<file path="config.mk">
export PLATFORM = sky130hd
export DESIGN_NAME = wb_fifo_port_flat
export DESIGN_NICKNAME = d
export VERILOG_FILES = /design/src/rtl/wb_fifo_port_if.sv /design/src/rtl/wb_fifo_port.sv /design/src/flat_wrapper.sv
export SDC_FILE = /design/constraint.sdc
export NUM_CORES = 1
export LEC_CHECK = 0
export CAP_MARGIN = 20
export CELL_PAD_IN_SITES_DETAIL_PLACEMENT = 0
export CELL_PAD_IN_SITES_GLOBAL_PLACEMENT = 1
export CORE_UTILIZATION = 54
export DETAILED_ROUTE_END_ITERATION = 8
export DONT_BUFFER_PORTS = 1
export PLACE_DENSITY = 0.77
export RECOVER_POWER = 50
export SLEW_MARGIN = 0
export SYNTH_ARGS = -nofsm -noshare
export SYNTH_HDL_FRONTEND = slang
export SYNTH_SLANG_ARGS = --single-unit
</file>
<file path="constraint.sdc">
create_clock -name clk -period 5.65 [get_ports clk]
set_input_delay 1.13 -clock clk [delete_from_list [all_inputs] [get_ports clk]]
set_output_delay 1.13 -clock clk [all_outputs]
set_load 0.02 [all_outputs]
</file>
<file path="src/rtl/wb_fifo_port_if.sv">
// Wishbone classic bus bundle for wb_fifo_port.
// The master drives the request side, the slave returns data and ack.
interface wb_fifo_port_if;
    logic [3:0]  adr_i;
    logic [31:0] dat_i;
    logic [31:0] dat_o;
    logic        we_i;
    logic [3:0]  sel_i;
    logic        stb_i;
    logic        cyc_i;
    logic        ack_o;

    modport master (
        output adr_i,
        output dat_i,
        output we_i,
        output sel_i,
        output stb_i,
        output cyc_i,
        input  dat_o,
        input  ack_o
    );

    modport slave (
        input  adr_i,
        input  dat_i,
        input  we_i,
        input  sel_i,
        input  stb_i,
        input  cyc_i,
        output dat_o,
        output ack_o
    );
endinterface

</file>
<file path="src/rtl/wb_fifo_port.sv">
// Wishbone slave exposing a TX/RX FIFO pair to a valid/ready stream.
// Define WB_FIFO_PORT_IRQ_EN to add the irq output and IRQ_MASK register.
module wb_fifo_port #(
    parameter int DEPTH_LOG2 = 4
) (
    input  logic        clk,
    input  logic        reset,
    wb_fifo_port_if.slave wb,
    output logic [31:0] tx_data,
    output logic        tx_valid,
    input  logic        tx_ready,
    input  logic [31:0] rx_data,
    input  logic        rx_valid,
    output logic        rx_ready
`ifdef WB_FIFO_PORT_IRQ_EN
   ,output logic        irq
`endif
);

    localparam int DEPTH = 1 << DEPTH_LOG2;
    localparam int LW    = DEPTH_LOG2 + 1;

    typedef logic [DEPTH_LOG2-1:0] ptr_t;
    typedef logic [LW-1:0]         lvl_t;

    localparam lvl_t LVL_FULL = lvl_t'(DEPTH);
    localparam lvl_t LVL_HALF = lvl_t'(DEPTH / 2);

    logic [31:0] tx_mem [DEPTH];
    logic [31:0] rx_mem [DEPTH];

    ptr_t tx_wr;
    ptr_t tx_rd;
    ptr_t rx_wr;
    ptr_t rx_rd;
    lvl_t tx_lvl;
    lvl_t rx_lvl;

    logic tx_ovf;
    logic rx_unf;

    logic tx_full;
    logic tx_empty;
    logic rx_full;
    logic rx_empty;

    logic access;
    logic is_data;
    logic is_stat;
    logic is_ctrl;
    logic is_rsvd;

    logic [31:0] lane_mask;
    logic [31:0] wr_word;
    logic [31:0] status;
    logic [31:0] rd_word;

    logic data_wr;
    logic data_rd;
    logic ctrl_wr;

    logic tx_push;
    logic tx_pop;
    logic tx_flush;
    logic tx_ovf_set;
    logic rx_push;
    logic rx_pop;
    logic rx_flush;
    logic rx_unf_set;
    logic flag_clr;

    logic unused_adr;

    assign unused_adr = ^wb.adr_i[1:0];

    // An access fires once per request; the ack cycle blocks re-entry.
    assign access  = wb.cyc_i & wb.stb_i & ~wb.ack_o;

    assign is_data = (wb.adr_i[3:2] == 2'd0);
    assign is_stat = (wb.adr_i[3:2] == 2'd1);
    assign is_ctrl = (wb.adr_i[3:2] == 2'd2);
    assign is_rsvd = (wb.adr_i[3:2] == 2'd3);

    assign tx_full  = (tx_lvl == LVL_FULL);
    assign tx_empty = (tx_lvl == '0);
    assign rx_full  = (rx_lvl == LVL_FULL);
    assign rx_empty = (rx_lvl == '0);

    assign lane_mask = {
        {8{wb.sel_i[3]}},
        {8{wb.sel_i[2]}},
        {8{wb.sel_i[1]}},
        {8{wb.sel_i[0]}}
    };
    assign wr_word = wb.dat_i & lane_mask;

    assign data_wr = access & wb.we_i & is_data & (|wb.sel_i);
    assign data_rd = access & ~wb.we_i & is_data;
    assign ctrl_wr = access & wb.we_i & is_ctrl & wb.sel_i[0];

    // Fullness/emptiness is judged on pre-edge state only.
    assign tx_push    = data_wr & ~tx_full;
    assign tx_ovf_set = data_wr & tx_full;
    assign tx_pop     = ~tx_empty & tx_ready;
    assign tx_flush   = ctrl_wr & wb.dat_i[0];

    assign rx_push    = rx_valid & ~rx_full;
    assign rx_pop     = data_rd & ~rx_empty;
    assign rx_unf_set = data_rd & rx_empty;
    assign rx_flush   = ctrl_wr & wb.dat_i[1];

    assign flag_clr   = ctrl_wr & wb.dat_i[2];

    assign tx_valid = ~tx_empty;
    assign tx_data  = tx_mem[tx_rd];
    assign rx_ready = ~rx_full;

    assign status = {
        12'd0,
        rx_unf,
        tx_ovf,
        rx_empty,
        tx_full,
        8'(rx_lvl),
        8'(tx_lvl)
    };

`ifdef WB_FIFO_PORT_IRQ_EN
    logic [3:0] irq_mask;
    logic [3:0] irq_src;
    logic       mask_wr;

    assign mask_wr = access & wb.we_i & is_rsvd & wb.sel_i[0];

    assign irq_src = {
        rx_unf,
        tx_ovf,
        ~rx_empty,
        (tx_lvl <= LVL_HALF)
    };

    always_ff @(posedge clk) begin
        if (reset) begin
            irq_mask <= '0;
            irq      <= 1'b0;
        end else begin
            if (mask_wr) begin
                irq_mask <= wb.dat_i[3:0];
            end
            irq <= |(irq_mask & irq_src);
        end
    end
`endif

    always_comb begin
        rd_word = '0;
        if (!wb.we_i) begin
            unique case (1'b1)
                is_data: rd_word = rx_empty ? '0 : rx_mem[rx_rd];
                is_stat: rd_word = status;
                is_ctrl: rd_word = '0;
`ifdef WB_FIFO_PORT_IRQ_EN
                is_rsvd: rd_word = {28'd0, irq_mask};
`else
                is_rsvd: rd_word = '0;
`endif
                default: rd_word = '0;
            endcase
        end
    end

    always_ff @(posedge clk) begin
        if (reset) begin
            wb.ack_o <= 1'b0;
            wb.dat_o <= '0;
        end else begin
            wb.ack_o <= access;
            wb.dat_o <= access ? rd_word : '0;
        end
    end

    // Storage carries no reset; pointers and levels define validity.
    always_ff @(posedge clk) begin
        if (tx_push) begin
            tx_mem[tx_wr] <= wr_word;
        end
        if (rx_push) begin
            rx_mem[rx_wr] <= rx_data;
        end
    end

    always_ff @(posedge clk) begin
        if (reset || tx_flush) begin
            tx_wr  <= '0;
            tx_rd  <= '0;
            tx_lvl <= '0;
        end else begin
            if (tx_push) begin
                tx_wr <= tx_wr + ptr_t'(1);
            end
            if (tx_pop) begin
                tx_rd <= tx_rd + ptr_t'(1);
            end
            tx_lvl <= tx_lvl + lvl_t'(tx_push) - lvl_t'(tx_pop);
        end
    end

    // A stream handshake in the flush cycle is discarded with the rest.
    always_ff @(posedge clk) begin
        if (reset || rx_flush) begin
            rx_wr  <= '0;
            rx_rd  <= '0;
            rx_lvl <= '0;
        end else begin
            if (rx_push) begin
                rx_wr <= rx_wr + ptr_t'(1);
            end
            if (rx_pop) begin
                rx_rd <= rx_rd + ptr_t'(1);
            end
            rx_lvl <= rx_lvl + lvl_t'(rx_push) - lvl_t'(rx_pop);
        end
    end

    always_ff @(posedge clk) begin
        if (reset || flag_clr) begin
            tx_ovf <= 1'b0;
            rx_unf <= 1'b0;
        end else begin
            if (tx_ovf_set) begin
                tx_ovf <= 1'b1;
            end
            if (rx_unf_set) begin
                rx_unf <= 1'b1;
            end
        end
    end

endmodule
</file>
<file path="src/flat_wrapper.sv">
// flat-port wrapper written by rule: the top's interface ports become plain ports
module wb_fifo_port_flat 
#(
    parameter int DEPTH_LOG2 = 4
)
  (clk, reset, tx_data, tx_valid, tx_ready, rx_data, rx_valid, rx_ready, wb_adr_i, wb_dat_i, wb_we_i, wb_sel_i, wb_stb_i, wb_cyc_i, wb_dat_o, wb_ack_o);
  wb_fifo_port_if wb_i ();
  input  logic clk;
  input  logic reset;
  output logic [31:0] tx_data;
  output logic tx_valid;
  input  logic tx_ready;
  input  logic [31:0] rx_data;
  input  logic rx_valid;
  output logic rx_ready;
  input wire logic [$bits(wb_i.adr_i)-1:0] wb_adr_i;
  input wire logic [$bits(wb_i.dat_i)-1:0] wb_dat_i;
  input wire logic [$bits(wb_i.we_i)-1:0] wb_we_i;
  input wire logic [$bits(wb_i.sel_i)-1:0] wb_sel_i;
  input wire logic [$bits(wb_i.stb_i)-1:0] wb_stb_i;
  input wire logic [$bits(wb_i.cyc_i)-1:0] wb_cyc_i;
  output wire logic [$bits(wb_i.dat_o)-1:0] wb_dat_o;
  output wire logic [$bits(wb_i.ack_o)-1:0] wb_ack_o;
  assign wb_i.adr_i = wb_adr_i;
  assign wb_i.dat_i = wb_dat_i;
  assign wb_i.we_i = wb_we_i;
  assign wb_i.sel_i = wb_sel_i;
  assign wb_i.stb_i = wb_stb_i;
  assign wb_i.cyc_i = wb_cyc_i;
  assign wb_dat_o = wb_i.dat_o;
  assign wb_ack_o = wb_i.ack_o;
  wb_fifo_port #(.DEPTH_LOG2(DEPTH_LOG2)) u_core (.clk(clk), .reset(reset), .wb(wb_i), .tx_data(tx_data), .tx_valid(tx_valid), .tx_ready(tx_ready), .rx_data(rx_data), .rx_valid(rx_valid), .rx_ready(rx_ready));
endmodule
</file>
==> summary.md, run 1 <==
| Metric | Value |
|---|---|
| Area growth from synthesis to layout | `12.3%` |
| Critical Path End | `tx_data[13]` |
| Root Driver | `clkbuf_16` |
| Final Hold Fails | `0` |
| Crit path DAT | `3.24 ns` |
| Clock tree from TritonCTS | `done` |
| Worst R2R End | `u_core.tx_lvl[4]` |
| Post-CTS Resized | `0` |
| Iter 0 DRT Violations | `1626` |
| Netlist cell types | `47` |
| Total gr overflow | `0` |
| Post-CTS Setup Bufs | `0` |
| Antenna-violating nets left | `0` |
| CP Max Fanout | `46` |
| Critical Path RT | `4.52 ns` |
| Post-route minimum period | `4.37 ns` |
| CTS Buf Count | `109` |
| Crit. path cell count | `3` |
| Power Total | `0.0183 W` |
| Die Span Y | `279 um` |
| Sequential area share after synthesis | `0.774` |
| Pre-antenna DRT Iters | `5` |
| # rows | `101` |
| Async S/R FF share, synth | `0` |
| R2R depth | `14` |
| CTS H-tree lvls | `3` |
| CP top delay family | `multiplexers` |
| DP HPWL | `47.1 mm` |
| Clock Skews | `0.0350 ns` |
| Crit path largest cell delay | `0.97 ns` |
| Pwr/cell area | `392 nW/um2` |
| GRT Total Usage | `0.228` |
| CTS Hold Bufs | `0` |
| Static leakage | `14.3 nW` |
| Slew of the pin with the lowest slew margin | `1.08 ns` |
| Buffers on Ports | `0` |
| Crit end category | `output port` |
| Post-DR vias/cell | `6.16` |
| Share of cells above drive strength 1 | `0.275` |
| Number of global-route vias before repair | `19636` |
| CTS Buffer Depth | `3` |
| Wire length on met3 | `5.67 mm` |
| Critical path buffers and inverters | `1` |
| Io pins | `146` |
| # DRC | `0` |
| Worst-path clk slew | `0.06 ns` |
| Wire length per cell | `28.6 um` |
| Placer's final routability congestion estimate | `0.720` |
| Post-Syn Nets | `1956` |
| First-pass GRT wire length | `129 mm` |
| Total Routed Length | `87.1 mm` |
| Sum of negative setup slack | `0 ns` |
| Critical path, cell by cell | `buf_4 -> mux4_2 -> mux4_2` |
| Final setup viols | `0` |
| DR top layer | `met5` |
| Startpoint types | `flop` |
| Final period util | `0.774` |
| Clk_lat worst skew | `0.68 ns` |
| WL met2 | `45.7 mm` |
| Fmax achieved | `229 MHz` |
| Yosys warns | `0` |
| Initial antenna violation count | `5` |
| Utilization after layout | `0.613` |
| Total Nets Final | `2021` |
| Starting Density | `0.546` |
| Largest net degree at the start of global routing | `54` |
| Max Cap Viol | `0` |
| Core area | `76100 um2` |
| Cell mode on critical path | `mux4_2` |
| Syn Inst Count | `1853` |
| Status | `completed` |
| Mapped cell area | `41500 um2` |
| RR Startpoint | `u_core.tx_lvl[3]` |
| Avg Cell Area, Syn | `22.4 um2` |
| WS Path Type | `reg -> out` |
| Slew margin rel. | `0.281` |
| Post-synth EDFFs | `1024` |
| HP Class | `reg -> reg` |
| R2r setup slk | `2.26 ns` |
| Die area | `78000 um2` |
| M1 WL | `33.6 mm` |
| Most used DFF post-synth | `edfxtp_1` |
| Flops & latches, synth | `1093` |
| Die X | `279 um` |
| Clk sink count | `1093` |
| Slowest stage cell on the critical path | `dfxtp_4` |
| Via count | `18740` |
| Maximum vdd drop | `310 uV` |
| RSZ-0062 raised after global routing | `no` |
| Final Max Slew Viols | `0` |
==> power by group <==
group	total [W]	internal (W)	switching, W
sequential	0.00923	0.00902	0.000218
clock	0.00711	0.00409	0.00302
combinational	0.00192	0.000984	0.000936
==> per-stage QoR <==
stage	cell area [um2]	hold slack, ns	setup WS, ns	cells
after floorplan	41500	0.457	0.941	1853
after global placement	43000	0.482	1.77	2836
after detailed placement	43000	0.499	1.74	2836
after CTS	46600	0.487	1.17	3041
after global routing	46600	0.493	1.06	3042
final	46600	0.510	1.28	3043
==> cells in the final DEF (no fill, tap or decap), types with 25 or more instances in the layout <==
master and count:
edfxtp_1 1024, inv_1 26, and2_0 32, nor2_1 31, clkbuf_1 25, nor3_1 31
mux4_2 284, dfxtp_1 61, buf_4 43, clkbuf_16 109
==> how the worst min path moves through the flow <==
stage,start,to,slack [ns],cells past startpoint
4_1_cts,reset,u_core.tx_ovf,0.49,1
6_report,u_core.tx_rd[1],u_core.tx_rd[1],0.51,2
5_1_grt,reset,u_core.tx_ovf,0.49,1
3_5_place_dp,u_core.tx_rd[1],u_core.tx_rd[1],0.50,2
2_1_floorplan,u_core.rx_unf,u_core.wb.dat_o[19],0.46,1
3_3_place_gp,u_core.tx_rd[1],u_core.tx_rd[1],0.48,2
==> cells by family (layout without fill, tap and decap cells) <==
logic type / count (synthesis) / count (layout) / share of synthesized area
muxes: 318 / 318 / 0.163
xor gates and xnor gates: 14 / 14 / 0.00295
AOI/OAI and AO/OA: 84 / 84 / 0.0143
and+or+nand+nor: 199 / 199 / 0.0258
other: 0 / 1 / 0
buffers and inverters: 121 / 280 / 0.0132
DFF: 1093 / 1093 / 0.774
adders and majority gates: 24 / 24 / 0.00759
==> per-layer routing <==
layer / up-vias / track usage
li1: 7919 / -
met1: 9953 / 0.301
met2: 707 / 0.393
met3: 159 / 0.0389
met4: 2 / 0.0680
met5: - / 0
==> area by class of cell <==
type                            instances  area [um2]
Antenna cell                            1        2.50
Timing Repair Buffer                   49         450
Clock buffer                          141        2920
Clock inverter                         64         658
Multi-Input combinational cell        639        9060
Fill cell                            5257       29400
Sequential cell                      1093       32200
Inverter                               26        97.6
Tap cell                             1030        1290
==> state kept, by name, indices dropped and copies added (netlist names), 4 cells and up, named ones only <==
signal           cells
u_core.rx_lvl        5
u_core.rx_mem      512
u_core.rx_rd         4
u_core.rx_wr         4
u_core.tx_lvl        5
u_core.tx_mem      512
u_core.tx_rd         4
u_core.tx_wr         4
u_core.wb.dat_o     32
==> synthesized netlist by cell type (14+ instances only) <==
library cell / count / area, um2
edfxtp_1: 1024 / 30700
nor3_1: 39 / 195
buf_2: 41 / 205
nor2_1: 53 / 199
ha_1: 22 / 275
mux4_2: 284 / 6400
clkbuf_1: 43 / 161
a21oi_1: 14 / 70.1
o22ai_1: 20 / 125
nand3_1: 16 / 80.1
inv_1: 26 / 97.6
mux2i_1: 22 / 220
a211oi_1: 20 / 150
and2_1: 52 / 325
dfxtp_1: 69 / 1380
==> worst register-to-register path, cell delays in order (launching register included) <==
cell and delay (ns):
dfxtp_1 0.36, inv_1 0.10, ha_1 0.17, or4b_2 0.77
nand2_1 0.20, inv_1 0.06, ha_1 0.29, inv_1 0.06
ha_1 0.16, inv_1 0.06, fa_1 0.42, nand2b_1 0.16
a21oi_1 0.20, o21ai_0 0.10, nor3b_1 0.14
(Power assumes the default switching activity.)
==> inputs of run 2 (changes only) <==
Settings changed: CORE_UTILIZATION 54 to 51, PLACE_DENSITY 0.77 to 0.76.
Clock period 5.65 ns to 3.9 ns, I/O delays scaled along.
==> run 2 against run 1 <==
  * Via count is 1.1% lower
  * Hold slack worse by 0.32 ns
  * Global-route usage is 1.3 points lower
  * Cell area is 0.43% higher
==> summary.md, run 2 (synthesis results as in run 1) <==
| Metric | Value |
|---|---|
| # DRC | `0 (unchanged)` |
| Io pins | `146 (unchanged)` |
| Seq pwr share | `0.514 (+0.008)` |
| Total Nets Final | `2036 (+0.74%)` |
| Fillers | `5619 (+6.9%)` |
| Crit end category | `output port` |
| Static leakage | `14.3 nW (about the same)` |
| Slew of the pin with the lowest slew margin | `1.01 ns (-0.0695 ns)` |
| First-pass GRT wire length | `129 mm (-0.11%)` |
| Pwr/cell area | `553 nW/um2 (+41%)` |
| Critical Path RT | `3.12 ns (-1.40 ns)` |
| RSZ-0062 raised after global routing | `no` |
| Final Max Slew Viols | `0 (unchanged)` |
| Buffers on Ports | `0 (unchanged)` |
| RR Startpoint | `u_core.tx_lvl[3]` |
| CP Max Fanout | `27 (-41%)` |
| Post-route minimum period | `3.65 ns` |
| Crit path DAT | `2.87 ns (-0.37 ns)` |
| Most frequent cells in the layout | `edfxtp_1, mux4_2, clkbuf_16` |
| Crit path largest cell delay | `0.73 ns (-0.24 ns)` |
| Final setup viols | `0 (unchanged)` |
| Post-CTS Resized | `0 (unchanged)` |
| Worst-path clk slew | `0.06 ns (about the same)` |
| Maximum vdd drop | `448 uV (+44%)` |
| Clock tree from TritonCTS | `done` |
| Placer's final routability congestion estimate | `0.762 (+5.8%)` |
| Clk_lat worst skew | `0.67 ns (about the same)` |
| Post-CTS Setup Bufs | `0 (unchanged)` |
| CTS Hold Bufs | `0 (unchanged)` |
| # rows | `104 (+3.0%)` |
| Starting Density | `0.516 (-0.0303)` |
| HP Start | `reset` |
| Die area | `82600 um2 (+5.8%)` |
| Slowest stage cell on the critical path | `dfxtp_4` |
| WS Path Type | `reg -> out` |
| Slew margin rel. | `0.326 (+0.0456)` |
| Number of global-route vias before repair | `19718 (+0.42%)` |
| Sw Share | `0.227 (-0.00133)` |
| Largest net degree at the start of global routing | `55 (+1.9%)` |
| Core area | `80500 um2 (+5.9%)` |
| P_sw | `0.00588 W (+41%)` |
| Final period util | `0.937` |
| CP top delay family | `multiplexers` |
| Iter 0 DRT Violations | `1760 (+8.2%)` |
| Area growth from synthesis to layout | `12.8%` |
| Clock Skews | `0.0253 ns (-0.00968 ns)` |
| Commonest non-fill, non-tap cell in the layout | `edfxtp_1` |
| Total Routed Length | `87.0 mm (-0.20%)` |
| Max Cap Viol | `0 (unchanged)` |
| Fmax achieved | `274 MHz` |
| Pre-antenna DRT Iters | `5 (unchanged)` |
| Status | `completed` |
| Die X | `287 um (+2.9%)` |
| Wire length per cell | `28.2 um (-1.6%)` |
| Share of cells above drive strength 1 | `0.273 (-0.00158)` |
| Startpoint types | `flop` |
| Comb pwr share | `0.112 (+0.007)` |
| DP HPWL | `47.6 mm (+1.1%)` |
| Initial antenna violation count | `11 (+6)` |
| GRT Total Usage | `0.215 (-0.0133)` |
| Post-DR vias/cell | `6.01 (-2.5%)` |
| Largest regs | `u_core.rx_mem (512), u_core.tx_mem (512), u_core.wb.dat_o (32)` |
| Critical path, cell by cell | `buf_12 -> mux4_2 -> mux4_2` |
| CTS Buf Count | `106 (-2.8%)` |
| Clock power frac | `0.373 (-0.016)` |
| Root Driver | `clkbuf_16` |
| CTS Buffer Depth | `3 (unchanged)` |
| Via count | `18527 (-1.1%)` |
| Antenna-violating nets left | `0 (unchanged)` |
| Cell mode on critical path | `mux4_2` |
| HP Class | `in -> reg` |
| Clk sink count | `1093 (unchanged)` |
| Die Span Y | `287 um (+2.9%)` |
| Final Hold Fails | `0 (unchanged)` |
| CTS H-tree lvls | `3 (unchanged)` |
| Total gr overflow | `0 (unchanged)` |
| Sum of negative setup slack | `0 ns (unchanged)` |
| Power Total | `0.0259 W (+42%)` |
| Critical path buffers and inverters | `1 (unchanged)` |
| Cell-internal power | `0.0200 W (+42%)` |
run 2: worst reg2reg max path, stage by stage, from the launching register on:
cell	delay, ns
dfxtp_1	0.35
inv_1	0.11
ha_1	0.18
or4b_2	0.77
nand2_1	0.20
inv_1	0.06
ha_1	0.28
inv_1	0.06
ha_1	0.16
inv_1	0.06
fa_1	0.43
nand2b_1	0.16
a21oi_1	0.19
o21ai_0	0.11
nor3b_1	0.15
run 2: per-layer routing:
layer	vias up	wire length [um]	GRT usage
met2	567	45600	0.378
met5	-	7	0
met3	130	5470	0.0401
met1	9886	34000	0.275
li1	7942	-	-
met4	2	1830	0.0581
run 2: layout make-up:
cell class	count	area (um2)	area share
clock buffers	138	2840	0.0605
multi-input cells	639	9100	0.194
diodes	5	12.5	0.000267
well taps	1060	1330	0.0283
repair buffers	67	841	0.0180
flip-flops and latches	1093	32200	0.687
clock inverters	57	459	0.00981
inverters	26	97.6	0.00208
run 2: worst paths after layout:
kind                            to  slack [ns]  cells after the start
setup / recovery        tx_data[7]        0.25                      3
hold / removal       u_core.tx_ovf        0.19                      1
setup reg to reg  u_core.tx_lvl[4]        0.50                     14
hold reg to reg               flop        0.50                      2
run 2: power groups by stage:
stage | Sequential [W] | Combinational, W | Clock (W)
CTS | 0.0133 | 0.00298 | 0.00982
global route | 0.0133 | 0.00315 | 0.0103
floorplan | 0.0134 | 0.00239 | 0
global placement | 0.0136 | 0.00290 | 0
detailed placement | 0.0136 | 0.00295 | 0
finish | 0.0133 | 0.00291 | 0.00967
run 2: per-stage QoR:
step / hold WS (ns) / util / setup slack [ns] / instances / area [um2]
after floorplan: 0.457 / - / 0.135 / 1853 / 41600
after global placement: 0.484 / 0.540 / 0.523 / 2885 / 43500
after detailed placement: 0.485 / 0.540 / 0.545 / 2885 / 43500
after CTS: 0.157 / 0.581 / 0.156 / 3080 / 46800
after global routing: 0.171 / 0.581 / 0.109 / 3082 / 46800
final: 0.194 / 0.581 / 0.246 / 3085 / 46800
